$ cat config.mk
export PLATFORM = sky130hd
export DESIGN_NAME = rv_multicycle_ctrl
export DESIGN_NICKNAME = d
export VERILOG_FILES = /design/src/rtl/rv_multicycle_ctrl.sv
export SDC_FILE = /design/constraint.sdc
export NUM_CORES = 1
export LEC_CHECK = 0
export ABC_AREA = 1
export CAP_MARGIN = 20
export CORE_MARGIN = 2
export CORE_UTILIZATION = 55
export DETAILED_ROUTE_END_ITERATION = 8
export GPL_ROUTABILITY_DRIVEN = 1
export GPL_TIMING_DRIVEN = 0
export HOLD_SLACK_MARGIN = 0.15
export PLACE_DENSITY = 0.85
export SYNTH_ARGS = -nofsm -noshare
export SYNTH_HDL_FRONTEND = slang
export SYNTH_SLANG_ARGS = --single-unit
$ cat constraint.sdc
create_clock -name clk -period 19.7 [get_ports clk]
set_clock_uncertainty 0.2 [all_clocks]
set_input_delay 3.94 -clock clk [delete_from_list [all_inputs] [get_ports clk]]
set_output_delay 3.94 -clock clk [all_outputs]
set_load 0.05 [all_outputs]
$ cat src/rtl/rv_multicycle_ctrl.sv
// Multi-cycle control sequencer for the RV32I core.
// Owns pc/instr, runs imem/dmem handshakes, traps stickily.
module rv_multicycle_ctrl #(
  parameter logic [31:0] RESET_PC = 32'h0000_0000,
  parameter int MEM_TIMEOUT = 16
) (
  input  logic        clk,
  input  logic        rst,
  output logic        imem_req,
  output logic [31:0] imem_addr,
  input  logic [31:0] imem_rdata,
  input  logic        imem_ack,
  output logic [31:0] instr,
  input  logic [31:0] imm,
  input  logic [31:0] alu_result,
  input  logic        branch_taken,
  output logic        dmem_req,
  output logic        dmem_we,
  output logic [31:0] dmem_addr,
  input  logic        dmem_ack,
  output logic        rf_we,
  output logic [1:0]  wb_sel,
  output logic [31:0] pc,
  output logic [2:0]  state,
  output logic        trap,
  output logic [31:0] retire_cnt
);

  typedef enum logic [2:0] {
    FETCH  = 3'd0,
    DECODE = 3'd1,
    EXEC   = 3'd2,
    MEM    = 3'd3,
    WB     = 3'd4,
    TRAP   = 3'd7
  } state_t;

  localparam logic [6:0] OP_OP     = 7'b0110011;
  localparam logic [6:0] OP_OPIMM  = 7'b0010011;
  localparam logic [6:0] OP_LOAD   = 7'b0000011;
  localparam logic [6:0] OP_STORE  = 7'b0100011;
  localparam logic [6:0] OP_BRANCH = 7'b1100011;
  localparam logic [6:0] OP_LUI    = 7'b0110111;
  localparam logic [6:0] OP_AUIPC  = 7'b0010111;
  localparam logic [6:0] OP_JAL    = 7'b1101111;
  localparam logic [6:0] OP_JALR   = 7'b1100111;

  localparam logic [31:0] NOP = 32'h0000_0013;
  localparam logic [7:0] TMO_LAST = 8'(MEM_TIMEOUT - 1);

  state_t      st;
  logic [7:0]  wait_cnt;
  logic [31:0] npc;

  logic [6:0]  opc;
  logic        legal;
  logic        writes_rd;
  logic        rd_nz;
  logic        is_mem;
  logic        is_store;
  logic [1:0]  sel_c;
  logic [31:0] npc_c;
  logic [31:0] pc_plus4;
  logic [31:0] pc_imm;
  logic        tmo;
  logic        unused_alu_lsb;

  assign opc       = instr[6:0];
  assign rd_nz     = (instr[11:7] != 5'd0);
  assign is_store  = (opc == OP_STORE);
  assign is_mem    = (opc == OP_LOAD) || is_store;
  assign pc_plus4  = pc + 32'd4;
  assign pc_imm    = pc + imm;
  assign tmo       = (wait_cnt == TMO_LAST);
  assign unused_alu_lsb = alu_result[0];

  // Opcode class decode of the latched instruction
  always_comb begin
    legal     = 1'b0;
    writes_rd = 1'b0;
    sel_c     = 2'd0;
    case (opc)
      OP_OP, OP_OPIMM, OP_LUI, OP_AUIPC: begin
        legal     = 1'b1;
        writes_rd = 1'b1;
      end
      OP_LOAD: begin
        legal     = 1'b1;
        writes_rd = 1'b1;
        sel_c     = 2'd1;
      end
      OP_STORE, OP_BRANCH: begin
        legal     = 1'b1;
      end
      OP_JAL, OP_JALR: begin
        legal     = 1'b1;
        writes_rd = 1'b1;
        sel_c     = 2'd2;
      end
      default: begin
        legal     = 1'b0;
      end
    endcase
    if (instr[1:0] != 2'b11) legal = 1'b0;
  end

  // Next-pc selection, evaluated while in EXEC
  always_comb begin
    npc_c = pc_plus4;
    if (opc == OP_JAL)
      npc_c = pc_imm;
    else if (opc == OP_JALR)
      npc_c = {alu_result[31:1], 1'b0};
    else if (opc == OP_BRANCH && branch_taken)
      npc_c = pc_imm;
  end

  // Fetch request is a pure function of state, held off during reset
  assign imem_req  = (st == FETCH) & ~rst;
  assign imem_addr = pc;
  assign state     = st;

  // Sequencer: state, pc/instr, handshakes and writeback strobes
  always_ff @(posedge clk or posedge rst) begin
    if (rst) begin
      st         <= FETCH;
      pc         <= RESET_PC;
      instr      <= NOP;
      trap       <= 1'b0;
      retire_cnt <= 32'd0;
      dmem_req   <= 1'b0;
      dmem_we    <= 1'b0;
      dmem_addr  <= 32'd0;
      rf_we      <= 1'b0;
      wb_sel     <= 2'd0;
      wait_cnt   <= 8'd0;
      npc        <= 32'd0;
    end else begin
      rf_we <= 1'b0;
      case (st)
        FETCH: begin
          if (imem_ack) begin
            instr    <= imem_rdata;
            wait_cnt <= 8'd0;
            st       <= DECODE;
          end else if (tmo) begin
            wait_cnt <= 8'd0;
            trap     <= 1'b1;
            st       <= TRAP;
          end else begin
            wait_cnt <= wait_cnt + 8'd1;
          end
        end
        DECODE: begin
          if (legal) begin
            st <= EXEC;
          end else begin
            trap <= 1'b1;
            st   <= TRAP;
          end
        end
        EXEC: begin
          dmem_addr <= alu_result;
          npc       <= npc_c;
          if (npc_c[1:0] != 2'b00) begin
            trap <= 1'b1;
            st   <= TRAP;
          end else if (is_mem) begin
            dmem_req <= 1'b1;
            dmem_we  <= is_store;
            st       <= MEM;
          end else begin
            rf_we  <= writes_rd & rd_nz;
            wb_sel <= sel_c;
            st     <= WB;
          end
        end
        MEM: begin
          if (dmem_ack) begin
            dmem_req <= 1'b0;
            dmem_we  <= 1'b0;
            wait_cnt <= 8'd0;
            rf_we    <= writes_rd & rd_nz;
            wb_sel   <= sel_c;
            st       <= WB;
          end else if (tmo) begin
            dmem_req <= 1'b0;
            dmem_we  <= 1'b0;
            wait_cnt <= 8'd0;
            trap     <= 1'b1;
            st       <= TRAP;
          end else begin
            wait_cnt <= wait_cnt + 8'd1;
          end
        end
        WB: begin
          pc         <= npc;
          retire_cnt <= retire_cnt + 32'd1;
          wb_sel     <= 2'd0;
          st         <= FETCH;
        end
        TRAP: begin
          st <= TRAP;
        end
        default: begin
          trap <= 1'b1;
          st   <= TRAP;
        end
      endcase
    end
  end

endmodule

# Word level (Yosys, flattened, before mapping)
# Index checks and enable logic that the tools add are counted.
[op_classes] addsub=4 n_eq_ne=25 mux=40 bitwise=4 reduce_logical=16
[op_table] cell="$mux W32" count=3
[op_table] cell="$add A32 B1 Y32 const B" count=1
[op_table] cell="$add A32 B3 Y32 const B" count=1
[op_table] cell="$add A32 B32 Y32" count=1
[op_table] cell="$mux W8" count=3
[op_table] cell="$eq A7 B6 Y1 const B" count=3
[op_table] cell="$eq A7 B7 Y1 const B" count=3
[op_table] cell="$mux W3" count=6
[op_table] cell="$ne A2 B2 Y1 const B" count=9
[op_table] cell="$mux W1" count=17
[op_table] cell="$pmux W8 S2" count=1
[op_table] cell="$pmux W3 S5" count=1
[op_table] cell="$eq A7 B5 Y1 const B" count=2
[op_table] cell="$reduce_or A9 Y1" count=1
[op_table] cell="$add A8 B1 Y8 const B" count=1
[op_table] cell="$eq A8 B4 Y1 const B" count=1
[op_table] cell="$reduce_and A4 Y1" count=2
[op_table] cell="$eq A7 B2 Y1 const B" count=1
[op_table] cell="$reduce_or A7 Y1" count=1
[op_table] cell="$eq A3 B2 Y1 const B" count=2
[op_table] cell="$eq A3 B3 Y1 const B" count=2
[op_table] cell="$mux W2" count=3
[op_table] cell="$pmux W1 S2" count=3
[op_table] cell="$pmux W2 S3" count=1
[op_table] cell="15 further kinds" count=20
[word_totals] register_bits=177 in_bits=101 output_inout_bits=170 elab_cells=101

# Longest topological paths before layout
# Gate-level depths: netlist of run 1.
[logic_depth] depth_word=8 ltp_mapped=16 ltp_nobuf=16

# Worst setup path before layout of run 1
# No wires, ideal clock.
[synth_timing] kind="input-to-output" from="input rst" to="output imem_req" arrival_ps=4594 t_required_ps=15560 path_slack_ps=10966 cell_stages=1 n_path_buf=0 cell_sequence="nor2_1"
[synth_via] elab_chain_len=2
[synth_lines] element="start, declared" line_no="8" rtl="input logic rst,"
[synth_lines] element="$not A1 Y1" line_no="119" rtl="assign imem_req = (st == FETCH) & ~rst;"
[synth_lines] element="$and A1 B1 Y1" line_no="119"
[synth_lines] element="end, declared" line_no="9" rtl="output logic imem_req,"
# Every way passes these cells.

# Worst setup path after layout of run 1
# Same ends and word-level chain as after synthesis.

==> results.py, run 1 <==
metrics = {
    "worst_hold_path": {
        "worstHoldPathCells": 1,
        "min_from": "retire_cnt[31]",
        "hold_end": "retire_cnt[31]",
        "hp-class": "flip-flop to flip-flop",
    },
    "power_and_ir_drop": {
        "p_leak_nw": 7.96,
        "internal_power_mw": 0.579,
        "p_switching_mw": 0.188,
        "power_mw": 0.767,
        "power_frac_comb_pct": 6.5,
        "switching_share_pct": 24.5,
        "seqPwrFrac_pct": 47.4,
        "power_frac_clock_pct": 46.1,
        "power.density_nw_per_um2": 50.0,
        "vdd_drop_max_uv": 71.4,
    },
    "yosys": {
        "synth_edf_count": 0,
        "ys.flop_type": "dfrtp_1",
        "syn_area_um2": 11600,
        "syn_avg_cell_area_um2": 6.75,
        "yosys_warnings": 0,
        "synth_fp_nets": 1862,
        "syn_inst": 1726,
        "ys_ff_latch": 177,
        "yosysUniqueCellTypes": 51,
        "seq_area_frac_synth_pct": 38.1,
        "async_reset_ff_share_pct": 100,
    },
    "finish": {
        "layout_common_cells": "690 x nand2_1, 270 x clkdlybuf4s50_1, 240 x inv_1",
        "drive_gt1_share_pct": 6.31,
        "layout_commonest_cell": "nand2_1",
        "nets": 2152,
        "diodes": 0,
        "final_core_util_pct": 73.3,
        "area_delta_synth_final_pct": 31.6,
    },
    "grt": {
        "grt_max_degree": 125,
        "grt_pass1_wl_mm": 61.7,
        "grt_use_total_pct": 36.0,
        "antenna_found_initial": 0,
        "grt_pass1_vias": 11800,
        "grt_overflow_total": 0,
    },
    "timing": {
        "finalCritPeriodShare_pct": 48.5,
        "clock.fmax_mhz": 105,
        "finalWorstSetupSlack_ns": 10.15,
        "finalHoldViolCount": 0,
        "fin_crit_ns": 9.55,
        "maxSlewHeadroom_pct": 51.7,
        "setup_viol": 0,
        "grt_setup_unrepaired": "no",
        "slew_violations": 0,
        "worst_slew_pin_slew_ns": 0.725,
        "setup-tns-final_ns": 0,
    },
    "setup_path": {
        "reg2reg_from": "imem_addr[0]",
        "cp-start-kind": "input port",
        "worstSetupEndpointType": "output pin",
        "crit_arrival_ns": 5.41,
        "worstReg2RegEnd": "npc[28]",
        "reg2regPathDepth": 14,
        "rrSetupSlack_ns": 16.84,
        "worstPathMaxFanout": 2,
        "crit_type": "input port to output pin",
        "worstPathRequired_ns": 15.56,
    },
    "route": {
        "drc": 0,
        "postRouteAntennaNets": 0,
        "vias_per_cell": 5.34,
        "drt-initial-drc-count": 1094,
        "vias": 12300,
        "first_pass_iters": 5,
        "avgRoutedWirePerCell_um": 17.4,
        "drt-total-wl_mm": 40.1,
    },
    "floorplanning": {
        "core_area_um2": 20900,
        "ioPinCount": 271,
        "die_area_um2": 22300,
        "dieWidth_um": 149,
        "rows": 53,
        "die_h_um": 149,
        "initial_utilization_pct": 55.7,
    },
    "clocking": {
        "clkTransAtPathRegs_ns": 0.08,
        "htree_levels": 4,
        "cts_root_buf": "clkbuf_16",
        "cts_num_sinks": 177,
        "post_cts_buffers": 0,
        "clockBufferDepth": 2,
        "cts_tree": "built",
        "ctsHoldBuffers": 0,
        "cts-resized-gates": 0,
        "clock_latency_ns": 0.44,
        "cts_made_buffers": 17,
    },
    "run_status": {
        "outcome": "complete, no violations",
    },
    "placed_design": {
        "gp_congestion": 0.951,
        "post-place-ws_ns": 10.14,
        "port-buffer-count": 270,
        "dp_hpwl_mm": 31.2,
    },
    "flow_run": {
        "cap_violations": 0,
    },
}
layout make-up:
type                            count  area, um^2
Inverter                          250         946
Buffer                             70         417
Sequential cell                   177        4430
Clock inverter                     15         169
Clock buffer                       17         425
Multi-Input combinational cell   1229        5850
Fill cell                        1726        5570
Tap cell                          275         344
Timing Repair Buffer              271        2730
synthesized netlist by cell type, types with 2 or more instances:
master | number | share of area (%)
a21o_1 | 2 | 0.13
a21oi_1 | 54 | 2.3
a31oi_1 | 5 | 0.27
buf_1 | 2 | 0.065
buf_2 | 12 | 0.52
buf_4 | 35 | 2.3
clkbuf_1 | 20 | 0.64
dfrtp_1 | 174 | 37
dfstp_2 | 3 | 0.68
ha_1 | 34 | 3.7
inv_1 | 241 | 7.8
inv_2 | 9 | 0.29
nand2_1 | 690 | 22
nand2_2 | 6 | 0.32
nand3_1 | 114 | 4.9
nand3b_1 | 6 | 0.39
nand4_1 | 18 | 0.97
nand4_2 | 2 | 0.21
nor2_1 | 96 | 3.1
nor2_2 | 10 | 0.54
nor2_4 | 5 | 0.48
nor3_1 | 22 | 0.95
nor4_1 | 4 | 0.21
o211ai_1 | 6 | 0.39
o21ai_0 | 78 | 3.4
o21ai_1 | 5 | 0.21
o21ai_2 | 2 | 0.15
o21bai_1 | 3 | 0.19
o221ai_1 | 2 | 0.15
or2_2 | 3 | 0.16
xnor2_1 | 13 | 0.98
xor2_1 | 31 | 2.3
worst max-delay path by stage:
stage | start | end | cells after the start
5_1_grt | rst | imem_req | 3
2_1_floorplan | rst | dmem_addr[0] | 1
6_report | rst | imem_req | 3
4_1_cts | rst | imem_req | 3
3_3_place_gp | rst | dmem_addr[22] | 2
3_5_place_dp | rst | imem_req | 3
through the flow:
stage          hold WS (ns)  instance area, um^2  cells
6_report              0.277                15300   2304
5_1_grt               0.298                15300   2304
4_1_cts               0.273                15300   2304
3_5_place_dp          0.251                14700   2272
3_3_place_gp          0.246                14700   2271
2_1_floorplan         0.234                11600   1726
power by group through the flow:
stage | clock network (mW) | registers [mW] | logic, mW
5_1_grt | 0.367 | 0.363 | 0.0547
4_1_cts | 0.352 | 0.364 | 0.0499
6_report | 0.353 | 0.364 | 0.0499
3_3_place_gp | 0 | 0.371 | 0.0484
3_5_place_dp | 0 | 0.371 | 0.0496
2_1_floorplan | 0 | 0.371 | 0.0189
routing by layer:
| layer | GRT usage [%] | routed length (um) | up-vias |
|---|---|---|---|
| met5 | 0 | 0 | - |
| met4 | 13.6 | 1410 | 0 |
| met3 | 7.44 | 3480 | 97 |
| met2 | 61.2 | 19100 | 600 |
| met1 | 45.1 | 16100 | 5663 |
| li1 | - | - | 5952 |
critical path, cell delays in order:
cell and delay (ns):
clkdlybuf4s50_1 0.51, nor2_1 0.15, clkdlybuf4s50_1 0.81
state kept, by name (all words and copies together), names as in the netlist:
register / flops
dmem_addr: 32
instr: 32
dmem_we: 1
wait_cnt: 8
trap: 1
retire_cnt: 32
imem_addr: 32
dmem_req: 1
npc: 32
wb_sel: 2
state: 3
rf_we: 1
logic make-up after synthesis:
logic type,share of synthesized area [%]
flops,38.1
compound gates,7.81
simple gates,35.3
fa+ha+maj,3.83
buf+inv,11.6
xor+xnor,3.31
(Power assumes the default switching activity.)
==> inputs of run 2 (changes only) <==
- CORE_UTILIZATION: 55 -> 46
- PLACE_DENSITY: 0.85 -> 0.75
- clock period: 19.7 -> 8.6 ns (I/O delays scaled with it)
==> run 2 against run 1 <==
Non-clock buffer count stayed put; largest power group unchanged; power is 130% higher; register-to-register slack lost 11 ns; critical endpoint unchanged; critical path depth did not move.
==> results.py, run 2 (synthesized netlist as in run 1, its figures left out) <==
metrics = {
    "run_status": {
        "outcome": "complete, no violations",
    },
    "grt": {
        "grt_use_total_pct": 30.6,
        "antenna_found_initial": 0,
        "grt_overflow_total": 0,
        "grt_pass1_wl_mm": 62.8,
        "grt_pass1_vias": 11600,
        "grt_max_degree": 121,
    },
    "timing": {
        "hold_slack_ns": 0.270,
        "grt_setup_unrepaired": "no",
        "maxSlewHeadroom_pct": 52.0,
        "slew_violations": 0,
        "setup_viol": 0,
        "finalCritPeriodShare_pct": 59.5,
        "finalHoldViolCount": 0,
        "fin_crit_ns": 5.11,
        "clock.fmax_mhz": 196,
        "worst_slew_pin_slew_ns": 0.719,
    },
    "route": {
        "first_pass_iters": 7,
        "avgRoutedWirePerCell_um": 17.1,
        "drc": 0,
        "drt-total-wl_mm": 40.3,
        "vias": 12200,
        "postRouteAntennaNets": 0,
        "drt-initial-drc-count": 1056,
        "vias_per_cell": 5.15,
    },
    "placed_design": {
        "port-buffer-count": 270,
        "dp_hpwl_mm": 31.7,
        "dp.cells": 2327,
        "gp_congestion": 0.950,
    },
    "clocking": {
        "cts_tree": "built",
        "cts_made_buffers": 17,
        "cts_root_buf": "clkbuf_16",
        "cts_num_sinks": 177,
        "clockBufferDepth": 2,
        "cts-resized-gates": 0,
        "htree_levels": 4,
        "clkTransAtPathRegs_ns": 0.06,
        "ctsHoldBuffers": 0,
        "post_cts_buffers": 0,
        "clock_latency_ns": 0.43,
    },
    "setup_path": {
        "path_cells": "clkdlybuf4s50_1 > nor2_1 > clkdlybuf4s50_1",
        "rrSetupSlack_ns": 5.75,
        "cp-start-kind": "input port",
        "critPathSlowestCell": "clkdlybuf4s50_1",
        "reg2reg_from": "imem_addr[0]",
        "crit_start": "rst",
        "worstPathRequired_ns": 6.68,
        "crit_arrival_ns": 3.19,
        "crit_type": "input port to output pin",
        "worstSetupEndpointType": "output pin",
        "reg2regPathDepth": 16,
        "worstReg2RegEnd": "npc[22]",
        "worstPathMaxFanout": 2,
        "crit_end": "imem_req",
        "critical_path.most_common_cell": "clkdlybuf4s50_1",
        "crit_path_max_incr_delay_ns": 0.81,
    },
    "finish": {
        "drive_gt1_share_pct": 6.31,
        "num-fill-cells": 2364,
        "diodes": 0,
        "layout_common_cells": "690 x nand2_1, 270 x clkdlybuf4s50_1, 240 x inv_1",
        "area_delta_synth_final_pct": 32.1,
        "layout.cells.non_filler": 2359,
        "nets": 2152,
        "layout_commonest_cell": "nand2_1",
    },
    "worst_hold_path": {
        "hp-class": "flip-flop to flip-flop",
    },
    "floorplanning": {
        "rows": 58,
        "core_area_um2": 25000,
        "die_h_um": 163,
        "die_area_um2": 26600,
        "ioPinCount": 271,
        "dieWidth_um": 163,
        "initial_utilization_pct": 46.5,
    },
    "flow_run": {
        "cap_violations": 0,
    },
    "power_and_ir_drop": {
        "p_leak_nw": 7.94,
        "vdd_drop_max_uv": 123,
        "power.density_nw_per_um2": 113,
    },
}
==> run 2: cell count changes in the layout (fill, tap and decap cells not counted), sizes merged <==
cell and delta:
inv -6, clkinvlp +4, clkinv +2
==> run 2: area by class of cell <==
type	instances	area [um^2]	share of cell area (%)
multi-input combinational	1229	5850	38.1
tap	330	413	2.69
clock buffer	17	425	2.77
inverter	250	946	6.15
buffer	70	417	2.71
clock inverter	15	158	1.03
sequential	177	4430	28.8
timing repair buffer	271	2730	17.8
==> run 2: report_power, final <==
| part | switching (mW) | total [mW] | internal (mW) |
|---|---|---|---|
| combinational | 0.0595 | 0.114 | 0.0546 |
| sequential | 0.000441 | 0.833 | 0.832 |
| clock | 0.356 | 0.787 | 0.431 |
| total | 0.416 | 1.73 | 1.32 |
==> run 2: worst min-delay path by stage <==
stage | from | to | slack [ns] | cells past startpoint
after floorplan | wait_cnt[7] | wait_cnt[7] | 0.23 | 1
after global placement | wait_cnt[7] | wait_cnt[7] | 0.25 | 1
after detailed placement | trap | trap | 0.25 | 2
after CTS | wait_cnt[7] | wait_cnt[7] | 0.27 | 1
after global routing | wait_cnt[7] | wait_cnt[7] | 0.29 | 1
final | wait_cnt[7] | wait_cnt[7] | 0.27 | 1
==> run 2: routing by layer <==
metal | GRT usage (%) | part of all wire [%]
met4 | 7.04 | 1.9
met2 | 51.6 | 48
met3 | 7.90 | 9.0
met1 | 39.5 | 41
met5 | 0 | 0
==> run 2: metrics by stage <==
stage / setup slack, ns / cell area [um^2] / power, mW / TNS [ns] / utilization [%]
6_report: 3.49 / 15400 / 1.73 / 0 / 61.4
5_1_grt: 3.43 / 15400 / 1.79 / 0 / 61.4
4_1_cts: 3.48 / 15400 / 1.74 / 0 / 61.4
3_5_place_dp: 3.47 / 14800 / 0.963 / 0 / 59.1
3_3_place_gp: -0.552 / 14800 / 0.961 / -92.88 / 58.9
2_1_floorplan: 1.88 / 11600 / 0.894 / 0 / -
==> run 2: worst max-delay path, delay by kind of cell <==
family                 cells  cell delay [ns]
buffers and inverters      2             1.32
and+or+nand+nor            1             0.15
==> inputs of run 3 (changes only) <==
- CORE_UTILIZATION: 46 -> 51
- PLACE_DENSITY: 0.75 -> 0.79
- clock period: 8.6 -> 5.2 ns (I/O delays scaled with it)
==> run 3 against run 2 <==
Combinational power increased by 71%; core utilization up 6.7 points; count of clock-buffer cells in the layout increased by 5; wire length is 2.0% higher; clock power up 59%; setup slack got worse by 2.0 ns; via count increased by 1.1%.
==> results.py, run 3 (synthesized netlist as in run 1, its figures left out) <==
metrics = {
    "power_and_ir_drop": {
        "p_leak_nw": 7.94,
        "power.density_nw_per_um2": 184,
        "vdd_drop_max_uv": 226,
    },
    "route": {
        "postRouteAntennaNets": 0,
        "vias": 12300,
        "drt-initial-drc-count": 1191,
        "first_pass_iters": 6,
        "avgRoutedWirePerCell_um": 17.7,
        "drc": 0,
        "vias_per_cell": 5.30,
        "drt-total-wl_mm": 41.0,
    },
    "grt": {
        "grt_overflow_total": 0,
        "grt_pass1_vias": 11900,
        "grt_use_total_pct": 34.3,
        "grt_pass1_wl_mm": 63.7,
        "antenna_found_initial": 0,
        "grt_max_degree": 43,
    },
    "setup_path": {
        "crit_type": "flip-flop to output pin",
        "reg2regPathDepth": 16,
        "rrSetupSlack_ns": 2.41,
        "crit_arrival_ns": 2.44,
        "worstPathRequired_ns": 3.96,
        "worstSetupEndpointType": "output pin",
        "cp-start-kind": "flip-flop",
        "reg2reg_from": "imem_addr[0]",
        "worstReg2RegEnd": "npc[30]",
        "worstPathMaxFanout": 6,
    },
    "finish": {
        "stdcell_area_um2": 15300,
        "layout.cells.non_filler": 2317,
        "diodes": 0,
        "area_delta_synth_final_pct": 31.7,
        "layout_common_cells": "690 x nand2_1, 270 x clkdlybuf4s50_1, 240 x inv_1",
        "nets": 2155,
        "final_core_util_pct": 68.2,
        "drive_gt1_share_pct": 6.20,
        "layout_commonest_cell": "nand2_1",
        "num-fill-cells": 1977,
    },
    "timing": {
        "finalWorstSetupSlack_ns": 1.52,
        "grt_setup_unrepaired": "no",
        "clock.fmax_mhz": 272,
        "setup_viol": 0,
        "maxSlewHeadroom_pct": 51.6,
        "worst_slew_pin_slew_ns": 0.726,
        "fin_crit_ns": 3.68,
        "slew_violations": 0,
        "finalCritPeriodShare_pct": 70.7,
        "finalHoldViolCount": 0,
        "setup-tns-final_ns": 0,
    },
    "clocking": {
        "cts_num_sinks": 177,
        "cts_made_buffers": 17,
        "clockBufferDepth": 2,
        "cts-resized-gates": 0,
        "ctsHoldBuffers": 0,
        "cts_tree": "built",
        "clkTransAtPathRegs_ns": 0.07,
        "clock_latency_ns": 0.44,
        "htree_levels": 4,
        "post_cts_buffers": 0,
        "cts_root_buf": "clkbuf_16",
    },
    "floorplanning": {
        "rows": 55,
        "die_h_um": 155,
        "die_area_um2": 24100,
        "ioPinCount": 271,
        "initial_utilization_pct": 51.7,
        "dieWidth_um": 155,
        "core_area_um2": 22500,
    },
    "placed_design": {
        "port-buffer-count": 270,
        "gp_congestion": 0.970,
        "dp.cells": 2285,
        "dpl_cell_area_um2": 14800,
        "dp_hpwl_mm": 32.0,
        "post-place-ws_ns": 1.46,
    },
    "flow_run": {
        "cap_violations": 0,
    },
    "run_status": {
        "outcome": "complete, no violations",
    },
    "worst_hold_path": {
        "min_from": "wait_cnt[7]",
        "hp-class": "flip-flop to flip-flop",
        "hold_end": "wait_cnt[7]",
        "worstHoldPathCells": 1,
    },
}
-- run 3: how the worst max path moves through the flow --
stage | start | to | slack (ns) | cells past startpoint
after CTS | rst | imem_req | 1.52 | 3
after global routing | state[0] | imem_req | 1.44 | 6
after floorplan | rst | dmem_addr[0] | 1.70 | 1
after detailed placement | imm[0] | npc[30] | 1.46 | 17
final | state[0] | imem_req | 1.52 | 6
after global placement | rst | npc[26] | 0.22 | 2
-- run 3: per-layer routing --
metal | part of all wire, % | vias to the layer above | global-route usage (%)
met5 | 0 | - | 0
met4 | 3.5 | 0 | 12.1
met3 | 8.9 | 93 | 9.03
met2 | 47 | 565 | 57.7
met1 | 41 | 5683 | 42.7
li1 | - | 5943 | -
-- run 3: area by class of cell --
class	instances	area, um^2	area share, %
timing repair buffer	274	2780	18.1
inverter	250	942	6.14
tap	285	357	2.33
buffer	70	417	2.72
clock inverter	10	108	0.702
multi-input combinational	1229	5850	38.2
clock buffer	22	444	2.90
sequential	177	4430	28.9
-- run 3: critical path, cell delays in order, from the launching register on --
cell and delay [ns]:
dfrtp_1 0.47, nor2_2 0.15, inv_2 0.08, nor2_1 0.20, inv_1 0.17, nor2_1 0.12
clkdlybuf4s50_1 0.81
-- run 3: metrics by stage --
stage                     hold slack (ns)  power (mW)
after floorplan                     0.234        1.48
after global placement              0.249        1.59
after detailed placement            0.259        1.60
after CTS                           0.269        2.82
after global routing                0.297        2.90
final                               0.264        2.82
-- run 3: where the power goes --
group | internal (mW) | total [mW] | switching [mW]
Combinational | 0.0939 | 0.195 | 0.101
Clock | 0.667 | 1.25 | 0.579
Sequential | 1.38 | 1.38 | 0.000809
